--- config.mk ---
export PLATFORM = sky130hd
export DESIGN_NAME = ahb_arbiter
export DESIGN_NICKNAME = d
export VERILOG_FILES = /design/src/rtl/ahb_pkg.sv /design/src/rtl/ahb_rr_pick.sv /design/src/rtl/ahb_arbiter.sv
export SDC_FILE = /design/constraint.sdc
export NUM_CORES = 1
export LEC_CHECK = 0
export CORE_AREA = 2 2 114 116
export DETAILED_ROUTE_END_ITERATION = 10
export DIE_AREA = 0 0 116 118
export PLACE_DENSITY = 0.68
export SYNTH_ARGS = -nofsm -noshare
export SYNTH_HDL_FRONTEND = slang
export SYNTH_HIERARCHICAL = 1
export SYNTH_SLANG_ARGS = --single-unit
--- constraint.sdc ---
create_clock -name hclk -period 5.6 [get_ports hclk]
set_clock_uncertainty 0.05 [all_clocks]
set_input_delay 1.4 -clock hclk [delete_from_list [all_inputs] [get_ports hclk]]
set_output_delay 1.4 -clock hclk [all_outputs]
set_load 0.02 [all_outputs]
--- src/rtl/ahb_pkg.sv ---
`default_nettype none
// +----------------------------------------------------------------------+
// | ahb_pkg                                                              |
// | Shared AHB encodings, arbiter state enum and sizing helpers.         |
// | Revision: 1.0                                                        |
// +----------------------------------------------------------------------+
package ahb_pkg;

    typedef enum logic [1:0] {
        HTRANS_IDLE   = 2'b00,
        HTRANS_BUSY   = 2'b01,
        HTRANS_NONSEQ = 2'b10,
        HTRANS_SEQ    = 2'b11
    } htrans_e;

    typedef enum logic [2:0] {
        HBURST_SINGLE = 3'd0,
        HBURST_INCR   = 3'd1,
        HBURST_WRAP4  = 3'd2,
        HBURST_INCR4  = 3'd3,
        HBURST_WRAP8  = 3'd4,
        HBURST_INCR8  = 3'd5,
        HBURST_WRAP16 = 3'd6,
        HBURST_INCR16 = 3'd7
    } hburst_e;

    typedef enum logic [1:0] {
        HRESP_OKAY  = 2'b00,
        HRESP_ERROR = 2'b01,
        HRESP_RETRY = 2'b10,
        HRESP_SPLIT = 2'b11
    } hresp_e;

    typedef enum logic [1:0] {
        ST_PARK  = 2'd0,
        ST_OWN   = 2'd1,
        ST_BURST = 2'd2
    } arb_state_e;

    function automatic int idx_w(input int n);
        return (n > 1) ? $clog2(n) : 1;
    endfunction

    // Beats still to come after the NONSEQ of a fixed-length burst.
    function automatic logic [3:0] burst_beats(input logic [2:0] burst);
        case (burst)
            HBURST_WRAP4,  HBURST_INCR4:  return 4'd3;
            HBURST_WRAP8,  HBURST_INCR8:  return 4'd7;
            HBURST_WRAP16, HBURST_INCR16: return 4'd15;
            default:                      return 4'd0;
        endcase
    endfunction

endpackage
`default_nettype wire

--- src/rtl/ahb_rr_pick.sv ---
`default_nettype none
// +----------------------------------------------------------------------+
// | ahb_rr_pick                                                          |
// | Round-robin pick: first request searching upward from ptr+1.         |
// | Revision: 1.0                                                        |
// +----------------------------------------------------------------------+
module ahb_rr_pick
    import ahb_pkg::*;
#(
    parameter int    MST_C = 2,
    localparam int   MW    = idx_w(MST_C)
) (
    input  logic [MST_C-1:0] req_i,
    input  logic [MW-1:0]    ptr_i,
    output logic [MST_C-1:0] gnt_o,
    output logic [MW-1:0]    idx_o,
    output logic             valid_o
);

    localparam int SW = MW + 1;

    logic [SW-1:0] cand;

    always_comb begin
        gnt_o   = '0;
        idx_o   = '0;
        valid_o = 1'b0;
        cand    = '0;
        for (int k = 1; k <= MST_C; k++) begin
            cand = {1'b0, ptr_i} + SW'(k);
            if (cand >= SW'(MST_C)) begin
                cand = cand - SW'(MST_C);
            end
            for (int j = 0; j < MST_C; j++) begin
                if (!valid_o && req_i[j] && (cand == SW'(j))) begin
                    gnt_o[j] = 1'b1;
                    idx_o    = MW'(j);
                    valid_o  = 1'b1;
                end
            end
        end
    end

endmodule
`default_nettype wire

--- src/rtl/ahb_arbiter.sv ---
`default_nettype none
// +----------------------------------------------------------------------+
// | ahb_arbiter                                                          |
// | Round-robin N:1 AHB master arbiter with burst-aware handover.        |
// | Revision: 1.0                                                        |
// +----------------------------------------------------------------------+
module ahb_arbiter
    import ahb_pkg::*;
#(
    parameter int  mst_c = 2,
    localparam int MW    = idx_w(mst_c)
) (
    input  logic                        hclk,
    input  logic                        hresetn,
    input  logic [mst_c-1:0]            hbusreq_m,
    output logic [mst_c-1:0]            hgrant_m,
    input  logic [mst_c-1:0][31:0]      haddr_m,
    input  logic [mst_c-1:0][31:0]      hwdata_m,
    input  logic [mst_c-1:0][0:0]       hwrite_m,
    input  logic [mst_c-1:0][1:0]       htrans_m,
    input  logic [mst_c-1:0][2:0]       hsize_m,
    input  logic [mst_c-1:0][2:0]       hburst_m,
    output logic [31:0]                 hrdata_m,
    output logic [1:0]                  hresp_m,
    output logic                        hready_m,
    output logic [31:0]                 haddr,
    output logic [31:0]                 hwdata,
    output logic                        hwrite,
    output logic [1:0]                  htrans,
    output logic [2:0]                  hsize,
    output logic [2:0]                  hburst,
    input  logic [31:0]                 hrdata,
    input  logic [1:0]                  hresp,
    input  logic                        hready,
    output logic [MW-1:0]               hmaster
);

    arb_state_e       state_q, state_d;
    logic [mst_c-1:0] grant_q, grant_d, pick_gnt;
    logic [MW-1:0]    gidx_q, gidx_d, ptr_q, ptr_d, pick_idx;
    logic [MW-1:0]    hmaster_q, hmaster_dp_q;
    logic [3:0]       cnt_q, cnt_d, beats;
    logic             pick_valid, trans_nonseq, trans_seq, fixed_nonseq, arb_pt;

    assign haddr    = haddr_m[hmaster_q];
    assign hwrite   = hwrite_m[hmaster_q];
    assign htrans   = htrans_m[hmaster_q];
    assign hsize    = hsize_m[hmaster_q];
    assign hburst   = hburst_m[hmaster_q];
    assign hwdata   = hwdata_m[hmaster_dp_q];
    assign hrdata_m = hrdata;
    assign hresp_m  = hresp;
    assign hready_m = hready;
    assign hgrant_m = grant_q;
    assign hmaster  = hmaster_q;

    assign beats        = burst_beats(hburst);
    assign trans_nonseq = (htrans == HTRANS_NONSEQ);
    assign trans_seq    = (htrans == HTRANS_SEQ);
    assign fixed_nonseq = trans_nonseq && (beats != 4'd0);

    ahb_rr_pick #(
        .MST_C   (mst_c)
    ) u_rr_pick (
        .req_i   (hbusreq_m),
        .ptr_i   (ptr_q),
        .gnt_o   (pick_gnt),
        .idx_o   (pick_idx),
        .valid_o (pick_valid)
    );

    always_ff @(posedge hclk or negedge hresetn) begin
        if (!hresetn) begin
            state_q <= ST_PARK;
        end else begin
            state_q <= state_d;
        end
    end

    always_comb begin
        state_d = state_q;
        if (hready) begin
            if (cnt_d != 4'd0) begin
                state_d = ST_BURST;
            end else if (arb_pt && !pick_valid) begin
                state_d = ST_PARK;
            end else if (arb_pt || (state_q == ST_BURST)) begin
                state_d = ST_OWN;
            end
        end else if (hresp != HRESP_OKAY) begin
            // First cycle of a two-cycle response: abandon the burst.
            state_d = ST_OWN;
        end
    end

    always_comb begin
        arb_pt  = (state_q == ST_BURST) ? ((cnt_q == 4'd1) && trans_seq) : !fixed_nonseq;
        cnt_d   = cnt_q;
        grant_d = grant_q;
        gidx_d  = gidx_q;
        ptr_d   = ptr_q;
        if (hready) begin
            if (trans_nonseq) begin
                cnt_d = beats;
            end else if (trans_seq && (cnt_q != 4'd0)) begin
                cnt_d = cnt_q - 4'd1;
            end
            if (arb_pt) begin
                if (pick_valid) begin
                    grant_d = pick_gnt;
                    gidx_d  = pick_idx;
                    ptr_d   = pick_idx;
                end else begin
                    // Parking on master 0 does not move the round-robin pointer.
                    grant_d = mst_c'(1);
                    gidx_d  = '0;
                end
            end
        end else if (hresp != HRESP_OKAY) begin
            cnt_d = '0;
        end
    end

    always_ff @(posedge hclk or negedge hresetn) begin
        if (!hresetn) begin
            grant_q      <= mst_c'(1);
            gidx_q       <= '0;
            ptr_q        <= '0;
            cnt_q        <= '0;
            hmaster_q    <= '0;
            hmaster_dp_q <= '0;
        end else begin
            grant_q <= grant_d;
            gidx_q  <= gidx_d;
            ptr_q   <= ptr_d;
            cnt_q   <= cnt_d;
            if (hready) begin
                hmaster_q    <= gidx_q;
                hmaster_dp_q <= hmaster_q;
            end
        end
    end

endmodule
`default_nettype wire

Word level (Yosys, flattened, before mapping)

Cells that the tools add are included.

Shift operators: 0
$add $sub $neg: 5
Mux-type cells: 36
Eq/ne operators: 13
Divide/modulo/power cells: 0
$mul: 0
Reduce and logical (&&, ||, !) cells: 30
$lt $le $gt $ge: 4
Bitwise logic cells: 0

Operators with widths:

| cell                                                   | number |
|---|---|
| 2-to-1 mux 32 bit                                      | 4 |
| 2-to-1 mux 2 bit                                       | 10 |
| 2-to-1 mux 4 bit                                       | 4 |
| 2-to-1 mux 1 bit                                       | 13 |
| equality test 3 bit (second input constant)            | 4 |
| 2-to-1 mux 3 bit                                       | 4 |
| case mux 4 bit (3 select lines)                        | 1 |
| nonzero test 4 bit                                     | 3 |
| logical AND 1 bit                                      | 11 |
| equality test 2 bit (second input constant)            | 3 |
| equality test 3 x 2 -> 1 bit (second input constant)   | 2 |
| OR reduction 2 bit                                     | 3 |
| logical NOT 1 bit                                      | 5 |
| equality test 2 x 1 -> 1 bit (second input constant)   | 2 |
| equality test 4 x 1 -> 1 bit (second input constant)   | 1 |
| >= comparator 2 bit (second input constant)            | 2 |
| logical NOT 2 bit                                      | 2 |
| < comparator 1 x 2 -> 1 bit (second input constant)    | 2 |
| inequality test 4 x 1 -> 1 bit (second input constant) | 1 |
| AND reduction 2 bit                                    | 2 |
| nonzero test 2 bit                                     | 2 |
| subtractor 2 bit (second input constant)               | 2 |
| subtractor 4 x 1 -> 4 bit (second input constant)      | 1 |
| AND reduction 3 bit                                    | 1 |
| other kinds (3)                                        | 3 |

Output and inout port bits: 111
Latch bits: 0
Memory bits (read-only): 0
Memories: 0
Bits of input ports: 185
Memory bits (writable): 0
Logic and storage cells: 95
Flip-flop bits (word level): 12

Depth between registers and ports, before layout

Gate-level depths: netlist of run 1.

Word-level depth: 23
Depth in mapped cells: 8
Gate-level depth less buffers: 8

By module

The synthesis of run 1 kept the hierarchy.

By module, submodules not included:

| module      | times used | area an instance (um2) | cells an instance |
|---|---|---|---|
| ahb_arbiter | 1          | 1,879.3                | 200 |
| ahb_rr_pick | 1          | 32.5                   | 5 |

Least setup slack after synthesis of run 1

OpenSTA, ideal clock, no wires.

Kind: input to output
Start: input hburst_m[5] (netlist name)
End: output hburst[2]
Slack: 2,434 ps
Stages on the path: 1
Arrival: 1,716 ps
Required time: 4,150 ps
Path buffers: 0
Path through: mux2_2

Longest elaborated chain between the ends: 2

RTL lines:

| element                                              | RTL line          | text |
|---|---|---|
| from (decl)                                          | ahb_arbiter.sv:22 | `input logic [mst_c-1:0][2:0] hburst_m,` |
| 2-to-1 mux 3 bit (implied by the code) (2 in series) | ahb_arbiter.sv:49 | `assign hburst = hburst_m[hmaster_q];` |
| to (decl)                                            | ahb_arbiter.sv:31 | `output logic [2:0] hburst,` |

Every way passes these cells. The select of a mux whose other input is x is not followed.

Worst setup path after layout of run 1

Start: input hready
End: output hready_m

RTL lines:

| element     | RTL line          | text |
|---|---|---|
| from (decl) | ahb_arbiter.sv:34 | `input logic hready,` |
| to (decl)   | ahb_arbiter.sv:25 | `output logic hready_m,` |

No word-level cell between the ends.

==> run_results.csv, run 1 <==
group,metric,value,unit
clocking,cts.sinks,12,
synth,synthMuxAreaShare,44.2,%
synth,synth_top_area_cell,"mux2_2",
drt,first_iter_violations,50,
global_route,grt_pass1_vias,2480,
worst_setup_path,cpLargestDelayFamily,"buffers and inverters",
synth,async_flop_share,100,%
timing,relSlewSlack,27.4,%
synth,synth_top_area_share,44.2,%
clocking,root_buffer,"clkbuf_16",
global_route,grt-ovfl-total,0,
global_route,grt_pass1_wl,12.3,mm
synth,synth_compound_area_share,9.95,%
synth,synthDistinctLibCells,44,
synth,syn_area,1910,um^2
drt,routed_wl,8.64,mm
power,worst_ir_drop_vdd,0.135,mV
worst_setup_path,crit_buf_inv,2,
synth,ys_warn_count,6,
worst_setup_path,start_kind,"primary input",
clocking,cts_tree,"built",
timing,fin_crit,4310,ps
global_route,grt_max_degree,52,
timing,max_freq,0.232,GHz
synth,syn_area_per_cell,9.33,um^2
global_route,antenna_found_initial,0,
floorplan,initial_core_util,15.4,%
worst_setup_path,critPathKind,"primary input to output port",
drt,drtPass1Iterations,4,
worst_setup_path,crit_slowest_cell,"clkdlybuf4s50_1",
worst_setup_path,cpMostUsedCell,"clkdlybuf4s50_1",
power,p_total,0.00131,W
worst_setup_path,cp.required,4150,ps
power,swShare,40.7,%
drt,drc,0,
power,p_seq_share,17.0,%
layout,antennaDiodeCount,0,
run,drv_cap,0,
floorplan,die_h,118,um
synth,synthSimpleGateAreaFrac,10.5,%
drt,via_per_inst,4.11,
drt,drt.antenna.violating_nets,0,
synth,synthTopCellsByArea,"mux2_2, dfrtp_1, buf_4, ha_1, nand2_1",
power,power_leakage,1.58,nW
synth,ys_ff_latch,12,
synth,synthCells,205,
worst_setup_path,worstPathMaxFanout,13,
clocking,holdBufCountCts,0,
global_route,grt_util_all_layers,11.4,%
floorplan,die_x,116,um
placement,numPortBuffers,231,
synth,synth_top_family_by_area,"multiplexers",
power,clockPowerShare,10.1,%
synth,synth-main-ff-cell,"dfrtp_1",
power,internal_power,0.000779,W
placement,dpl.hpwl,7.44,mm
floorplan,rows,41,
power,combPwrFrac,72.9,%
synth,ys_seq_area_share,15.8,%
worst_setup_path,slowest_delay,750,ps
timing,worstMarginPinSlew,1090,ps
layout,drive_above_1_share,22.0,%
synth,synth_fa_ha_area_share,1.96,%
layout,nNetsFinal,585,
worst_setup_path,cp.arrival,2860,ps
power,p_switching,0.000534,W
power,power_density,311,nW/um^2
synth,synth_edf_count,0,
clocking,path_clk_slew,40,ps
synth,synth_xor_area_share,0.458,%
floorplan,coreArea,12400,um^2
clocking,clkLatencyLatePin,240,ps
timing,hold_violations,0,
clocking,numCtsBuffers,3,
timing,rsz0062_at_grt,"no",
synth,syn_nets,393,
clocking,cts_resized,0,
timing,min_period_over_period,76.9,%
timing,tns,0,ps
floorplan,die_area,13700,um^2
clocking,h-tree-depth,1,
run_status,status,"finished clean",
worst_setup_path,cp_cell_sequence,"clkdlybuf4s50_1 -> clkdlybuf4s50_1",
clocking,post_cts_buffers,0,
drt,avgRoutedWirePerCell,15.2,um
timing,finalMaxSlewViolations,0,
floorplan,ios,296,
placement,place_congestion,0.826,
worst_setup_path,cp-end-kind,"output port",
layout,area_growth,121,%
drt,dr_total_vias,2334,
clocking,cts_buffer_depth,2,
worst_hold_path,holdCritPathClass,"register to register",
timing,setup_viol,0,
[cell families (layout without fill, tap and decap cells)]
kind of cell	count (synthesis)	in the layout
mux	75	75
buf+inv	52	243
simple gates	36	36
compound gates	26	26
flops	12	12
fa+ha+maj	3	3
xor+xnor	1	1
[layout make-up]
type | instances | area, um^2
clock buffer | 4 | 78.8
fill | 1289 | 8190
inverter | 7 | 26.3
multi-input combinational | 141 | 1280
sequential | 12 | 303
tap | 172 | 215
timing repair buffer | 232 | 2320
[through the flow]
step           area, um^2  utilization, %  setup slack (ps)  instances  hold WS, ps
2_1_floorplan        1910               -              2430        205          394
3_3_place_gp         4150            33.4              1330        564          418
3_5_place_dp         4150            33.4              1320        564          423
4_1_cts              4230            34.0              1320        568          433
5_1_grt              4230            34.0              1250        568          465
6_report             4230            34.0              1290        568          426
[registers in the layout, indices dropped and copies added, names as in the netlist]
name / cells
hmaster: 1
ptr_q: 1
state_q: 2
cnt_q: 4
hmaster_dp_q: 1
hgrant_m: 2
gidx_q: 1
[power groups by stage]
stage / logic, W / clock network, W / registers [W]
3_5_place_dp: 0.000962 / 0 / 0.000227
2_1_floorplan: 0.000606 / 0 / 0.000158
3_3_place_gp: 0.000952 / 0 / 0.000225
5_1_grt: 0.00102 / 0.000139 / 0.000237
6_report: 0.000958 / 0.000132 / 0.000223
4_1_cts: 0.000968 / 0.000136 / 0.000227
[Yosys cell counts (all sizes together), types with 2 or more instances]
library cell  count
mux2             75
buf              40
dfrtp            11
nand2            11
inv               7
o21ai             7
clkbuf            5
nor2              5
nor3              4
a21boi            3
ha                3
o211ai            3
a21oi             2
and3              2
nand3             2
nor4              2
o21a              2
or3b              2
[path summary, 6_finish.rpt]
check	cells past startpoint	slack, ps	start	to
setup reg to reg	6	2980	hmaster	state_q[1]
hold reg to reg	2	430	gidx_q	gidx_q
hold / removal	2	430	gidx_q	gidx_q
min in group asynchronous	1	1470	hresetn	hmaster_dp_q
setup / recovery	2	1290	hready	hready_m
max in group asynchronous	1	3640	hresetn	hmaster
[cells in the final DEF (no fill, tap or decap), types with 2 or more instances in the layout]
cell	count
a21oi_1	2
nor4_1	2
nand3_1	2
o21a_1	2
clkbuf_16	3
and3_1	2
nor3_1	3
inv_1	7
mux2_2	75
clkdlybuf4s50_1	231
nor2_1	5
o211ai_1	3
nand2_1	10
o21ai_1	3
o21ai_0	4
ha_1	3
a21boi_0	2
dfrtp_1	10
[routing by layer]
layer / vias up / wire, um / GRT usage [%]
met2: 148 / 4510 / 22.5
met4: 0 / 82 / 2.23
met3: 9 / 1010 / 3.81
met1: 1083 / 3040 / 11.2
met5: - / 0 / 0
li1: 1094 / - / -
(Power assumes the default switching activity.)
==> run 2, diff against run 1 <==
--- a/config.mk
+++ b/config.mk
@@ -8,7 +8,7 @@
 export CORE_AREA = 2 2 114 116
 export DETAILED_ROUTE_END_ITERATION = 10
 export DIE_AREA = 0 0 116 118
-export PLACE_DENSITY = 0.68
+export PLACE_DENSITY = 0.7
 export SYNTH_ARGS = -nofsm -noshare
 export SYNTH_HDL_FRONTEND = slang
 export SYNTH_HIERARCHICAL = 1
==> constraint.sdc (replaced) <==
create_clock -name hclk -period 3.6 [get_ports hclk]
set_clock_uncertainty 0.05 [all_clocks]
set_input_delay 0.9 -clock hclk [delete_from_list [all_inputs] [get_ports hclk]]
set_output_delay 0.9 -clock hclk [all_outputs]
set_load 0.02 [all_outputs]
==> run_results.csv, run 2 (same netlist as run 1, synthesis figures left out) <==
group,metric,value,unit
run_status,status,"finished clean",
placement,numPortBuffers,231,
timing,finalMaxSlewViolations,0,
global_route,grtUsageMet3,5.20,%
drt,drt.antenna.violating_nets,0,
power,worst_ir_drop_vdd,0.239,mV
timing,max_freq,0.320,GHz
drt,first_iter_violations,74,
global_route,antenna_found_initial,5,
drt,avgRoutedWirePerCell,15.6,um
clocking,root_buffer,"clkbuf_16",
worst_setup_path,cp.arrival,2170,ps
floorplan,die_h,118,um
layout,area_growth,123,%
drt,routed_wl,8.96,mm
floorplan,ios,296,
clocking,post_cts_buffers,0,
power,p_switching,0.000828,W
clocking,numCtsBuffers,3,
run,drv_cap,0,
clocking,h-tree-depth,1,
floorplan,die_x,116,um
layout,largest_reg_flops,4,
timing,relSlewSlack,63.0,%
global_route,grt_max_degree,49,
layout,final_common_cell,"clkdlybuf4s50_1",
clocking,holdBufCountCts,0,
global_route,grt_util_all_layers,11.9,%
layout,drive_above_1_share,22.6,%
timing,fin_crit,3120,ps
worst_setup_path,worstPathMaxFanout,1,
floorplan,rows,41,
power,combPwrFrac,77.6,%
placement,dpl.hpwl,7.84,mm
clocking,path_clk_slew,40,ps
timing,tns,0,ps
clocking,cts_buffer_depth,2,
drt,drc,0,
global_route,grt_pass1_vias,2418,
global_route,use_met1,11.6,%
drt,via_per_inst,4.06,
clocking,cts_resized,0,
timing,setup_viol,0,
power,p_seq_share,11.7,%
worst_setup_path,cp-end-kind,"output port",
global_route,grt.met2_usage,23.3,%
clocking,cts_tree,"built",
power,power_leakage,1.60,nW
timing,rsz0062_at_grt,"no",
layout,mostFrequentLayoutCells,"clkdlybuf4s50_1, mux2_2, nand2_1, dfrtp_1, inv_1",
floorplan,coreArea,12400,um^2
clocking,clkLatencyLatePin,230,ps
global_route,busiest_layer,"met2",
layout,nNetsFinal,587,
layout,fin_util,34.4,%
layout,fillCellCount,1296,
layout,regMostFlops,"cnt_q",
power,internal_power,0.00125,W
worst_setup_path,start_kind,"primary input",
drt,drtPass1Iterations,4,
placement,place_congestion,0.817,
power,power_density,486,nW/um^2
worst_setup_path,cp.required,2650,ps
timing,min_period_over_period,86.8,%
layout,multi_input_area,1280,um^2
clocking,cts.sinks,12,
floorplan,die_area,13700,um^2
global_route,grt_pass1_wl,12.9,mm
worst_setup_path,critPathKind,"primary input to output port",
floorplan,initial_core_util,15.4,%
layout,register_area,303,um^2
timing,hold_violations,0,
power,clockPowerShare,10.7,%
global_route,grt-ovfl-total,0,
timing,worstMarginPinSlew,555,ps
worst_hold_path,holdCritPathClass,"register to register",
drt,dr_total_vias,2326,
power,swShare,39.9,%
==> run 2: power groups by stage <==
stage | clock [W] | combinational [W] | sequential, W
after floorplan | 0 | 0.000942 | 0.000246
after global placement | 0 | 0.00161 | 0.000240
after detailed placement | 0 | 0.00162 | 0.000245
after CTS | 0.000227 | 0.00163 | 0.000244
after global routing | 0.000233 | 0.00171 | 0.000254
final | 0.000222 | 0.00161 | 0.000243
==> run 2: metal layers <==
layer / routed length [um] / share of wire (%) / vias to the layer above
met5: 26 / 0.29 / -
met4: 31 / 0.35 / 4
met3: 1150 / 13 / 8
met2: 4700 / 52 / 136
met1: 3050 / 34 / 1077
li1: - / - / 1101
==> run 2: layout make-up <==
| type | count | area share, % |
|---|---|---|
| Multi-Input combinational cell | 141 | 30.0 |
| Timing Repair Buffer | 234 | 55.0 |
| Clock buffer | 4 | 2.08 |
| Sequential cell | 12 | 7.09 |
| Tap cell | 172 | 5.04 |
| Inverter | 7 | 0.615 |
| Antenna cell | 3 | 0.176 |
==> run 2: final timing paths <==
check / from / end / slack, ps / depth (start not counted)
worst max-delay path: haddr_m[60] / haddr[28] / 480 / 3
worst min-delay path: state_q[1] / state_q[1] / 440 / 1
worst max register to register: hmaster / hgrant_m[1] / 1340 / 6
worst min register to register: state_q[1] / state_q[1] / 440 / 1
max in group asynchronous: hresetn / hmaster / 2130 / 1
min in group asynchronous: hresetn / hgrant_m[1] / 970 / 1
==> run 2: per-stage QoR <==
stage | area (um^2) | setup WS (ps) | cells | power, W | hold WS [ps]
finish | 4270 | 477 | 573 | 0.00207 | 441
global route | 4260 | 438 | 570 | 0.00219 | 468
CTS | 4260 | 459 | 570 | 0.00210 | 444
detailed placement | 4170 | 464 | 566 | 0.00187 | 418
global placement | 4170 | 464 | 566 | 0.00185 | 406
floorplan | 1910 | 1150 | 205 | 0.00119 | 394
==> run 2: critical path: stages <==
cell             delay, ps
clkdlybuf4s50_1        440
mux2_2                 290
clkdlybuf4s50_1        550
==> run 3, diff against run 2 <==
--- a/config.mk
+++ b/config.mk
@@ -9,6 +9,7 @@
 export DETAILED_ROUTE_END_ITERATION = 10
 export DIE_AREA = 0 0 116 118
 export PLACE_DENSITY = 0.7
+export RECOVER_POWER = 50
 export SYNTH_ARGS = -nofsm -noshare
 export SYNTH_HDL_FRONTEND = slang
 export SYNTH_HIERARCHICAL = 1
==> run_results.csv, run 3 (same netlist as run 1, synthesis figures left out) <==
group,metric,value,unit
drt,routed_wl,8.97,mm
worst_setup_path,slowest_delay,580,ps
layout,nNetsFinal,587,
timing,tns,0,ps
drt,drtPass1Iterations,4,
layout,drive_above_1_share,21.4,%
global_route,antenna_found_initial,5,
worst_setup_path,cp-end-kind,"output port",
clocking,cts.sinks,12,
worst_setup_path,cp.arrival,2290,ps
global_route,grt_pass1_vias,2418,
placement,numPortBuffers,231,
clocking,cts_tree,"built",
worst_setup_path,cp_cell_sequence,"dlygate4sd3_1 -> mux2_2 -> clkdlybuf4s50_1",
drt,dr_total_vias,2317,
global_route,grt_util_all_layers,11.9,%
drt,drc,0,
worst_setup_path,start_kind,"primary input",
floorplan,initial_core_util,15.4,%
clocking,cts_resized,0,
floorplan,die_area,13700,um^2
clocking,h-tree-depth,1,
clocking,post_cts_buffers,0,
drt,drt.antenna.violating_nets,0,
layout,area_growth,122,%
worst_setup_path,crit_slowest_cell,"dlygate4sd3_1",
run_status,status,"finished clean",
timing,setup_viol,0,
placement,dpl.hpwl,7.84,mm
timing,min_period_over_period,90.0,%
layout,mostFrequentLayoutCells,"clkdlybuf4s50_1, mux2_2, dlygate4sd3_1",
layout,final_common_cell,"clkdlybuf4s50_1",
clocking,holdBufCountCts,0,
timing,fin_crit,3240,ps
worst_setup_path,worstPathMaxFanout,3,
power,power_leakage,1.60,nW
drt,via_per_inst,4.04,
global_route,grt_max_degree,49,
power,power_density,483,nW/um^2
worst_setup_path,crit_buf_inv,2,
floorplan,rows,41,
clocking,numCtsBuffers,3,
placement,place_congestion,0.817,
layout,largest_reg_flops,4,
clocking,clkLatencyLatePin,230,ps
drt,avgRoutedWirePerCell,15.7,um
worst_hold_path,hold_start,"hgrant_m[0]",
timing,relSlewSlack,62.6,%
worst_hold_path,holdCritPathClass,"register to register",
layout,fillCellCount,1300,
floorplan,ios,296,
worst_hold_path,hold_end,"hgrant_m[0]",
worst_setup_path,rrSetupSlack,1250,ps
floorplan,die_h,118,um
worst_hold_path,whs_path_depth,2,
worst_setup_path,reg2reg_depth,6,
worst_setup_path,cpLargestDelayFamily,"buffers and inverters",
clocking,cts_buffer_depth,2,
worst_setup_path,timing.rr.end,"hgrant_m[1]",
global_route,grt_pass1_wl,12.9,mm
global_route,grt-ovfl-total,0,
timing,worstMarginPinSlew,561,ps
layout,fin_util,34.2,%
floorplan,die_x,116,um
timing,rsz0062_at_grt,"no",
clocking,path_clk_slew,40,ps
clocking,root_buffer,"clkbuf_16",
timing,max_freq,0.309,GHz
power,worst_ir_drop_vdd,0.235,mV
run,drv_cap,0,
worst_setup_path,cp.required,2650,ps
timing,finalMaxSlewViolations,0,
layout,regMostFlops,"cnt_q",
worst_setup_path,critPathKind,"primary input to output port",
timing,hold_violations,0,
drt,first_iter_violations,92,
floorplan,coreArea,12400,um^2
worst_setup_path,r2r_start,"hmaster",
[run 3: power by group]
group	total, W	internal, W	switching [W]
combinational	0.00159	0.000870	0.000719
sequential	0.000241	0.000192	0.0000489
clock	0.000222	0.000167	0.0000542
total	0.00205	0.00123	0.000823
[run 3: area by class of cell]
class                   count  area [um^2]  area share, %
diodes                      3         7.51          0.177
flip-flops and latches     12          303           7.13
inverters                   7         26.3          0.618
well taps                 172          215           5.06
clock buffers               4         88.8           2.09
repair buffers            234         2340           55.2
multi-input cells         141         1260           29.8
[run 3: per-stage QoR]
stage | total power [W] | cell area, um^2 | instances | hold slack (ps) | setup slack (ps)
global route | 0.00217 | 4240 | 570 | 468 | 353
floorplan | 0.00119 | 1910 | 205 | 394 | 1150
detailed placement | 0.00187 | 4170 | 566 | 418 | 464
finish | 0.00205 | 4250 | 573 | 438 | 359
global placement | 0.00185 | 4170 | 566 | 406 | 464
CTS | 0.00210 | 4260 | 570 | 444 | 459
[run 3: worst reg2reg max path, stage by stage (launching register included)]
cell	delay, ps
dfrtp_2	440
buf_12	200
or3b_1	440
a221oi_1	570
o22ai_1	180
nand2_1	210
o21ai_0	130
[run 3: metal layers]
layer,GRT usage (%),up-vias,part of all wire [%]
met4,1.26,4,0.35
met5,0,-,0.29
met3,5.20,8,13
met1,11.6,1065,34
met2,23.3,141,52
li1,-,1099,-
[run 3: worst max path at each step]
stage                           start   endpoint  slack, ps  cells after the start
after floorplan               hmaster   haddr[0]       1150                      3
after global placement     haddr_m[9]   haddr[9]        460                      3
after detailed placement   haddr_m[9]   haddr[9]        460                      3
after CTS                  haddr_m[9]   haddr[9]        460                      3
after global routing      htrans_m[1]  htrans[1]        350                      3
final                     htrans_m[1]  htrans[1]        360                      3
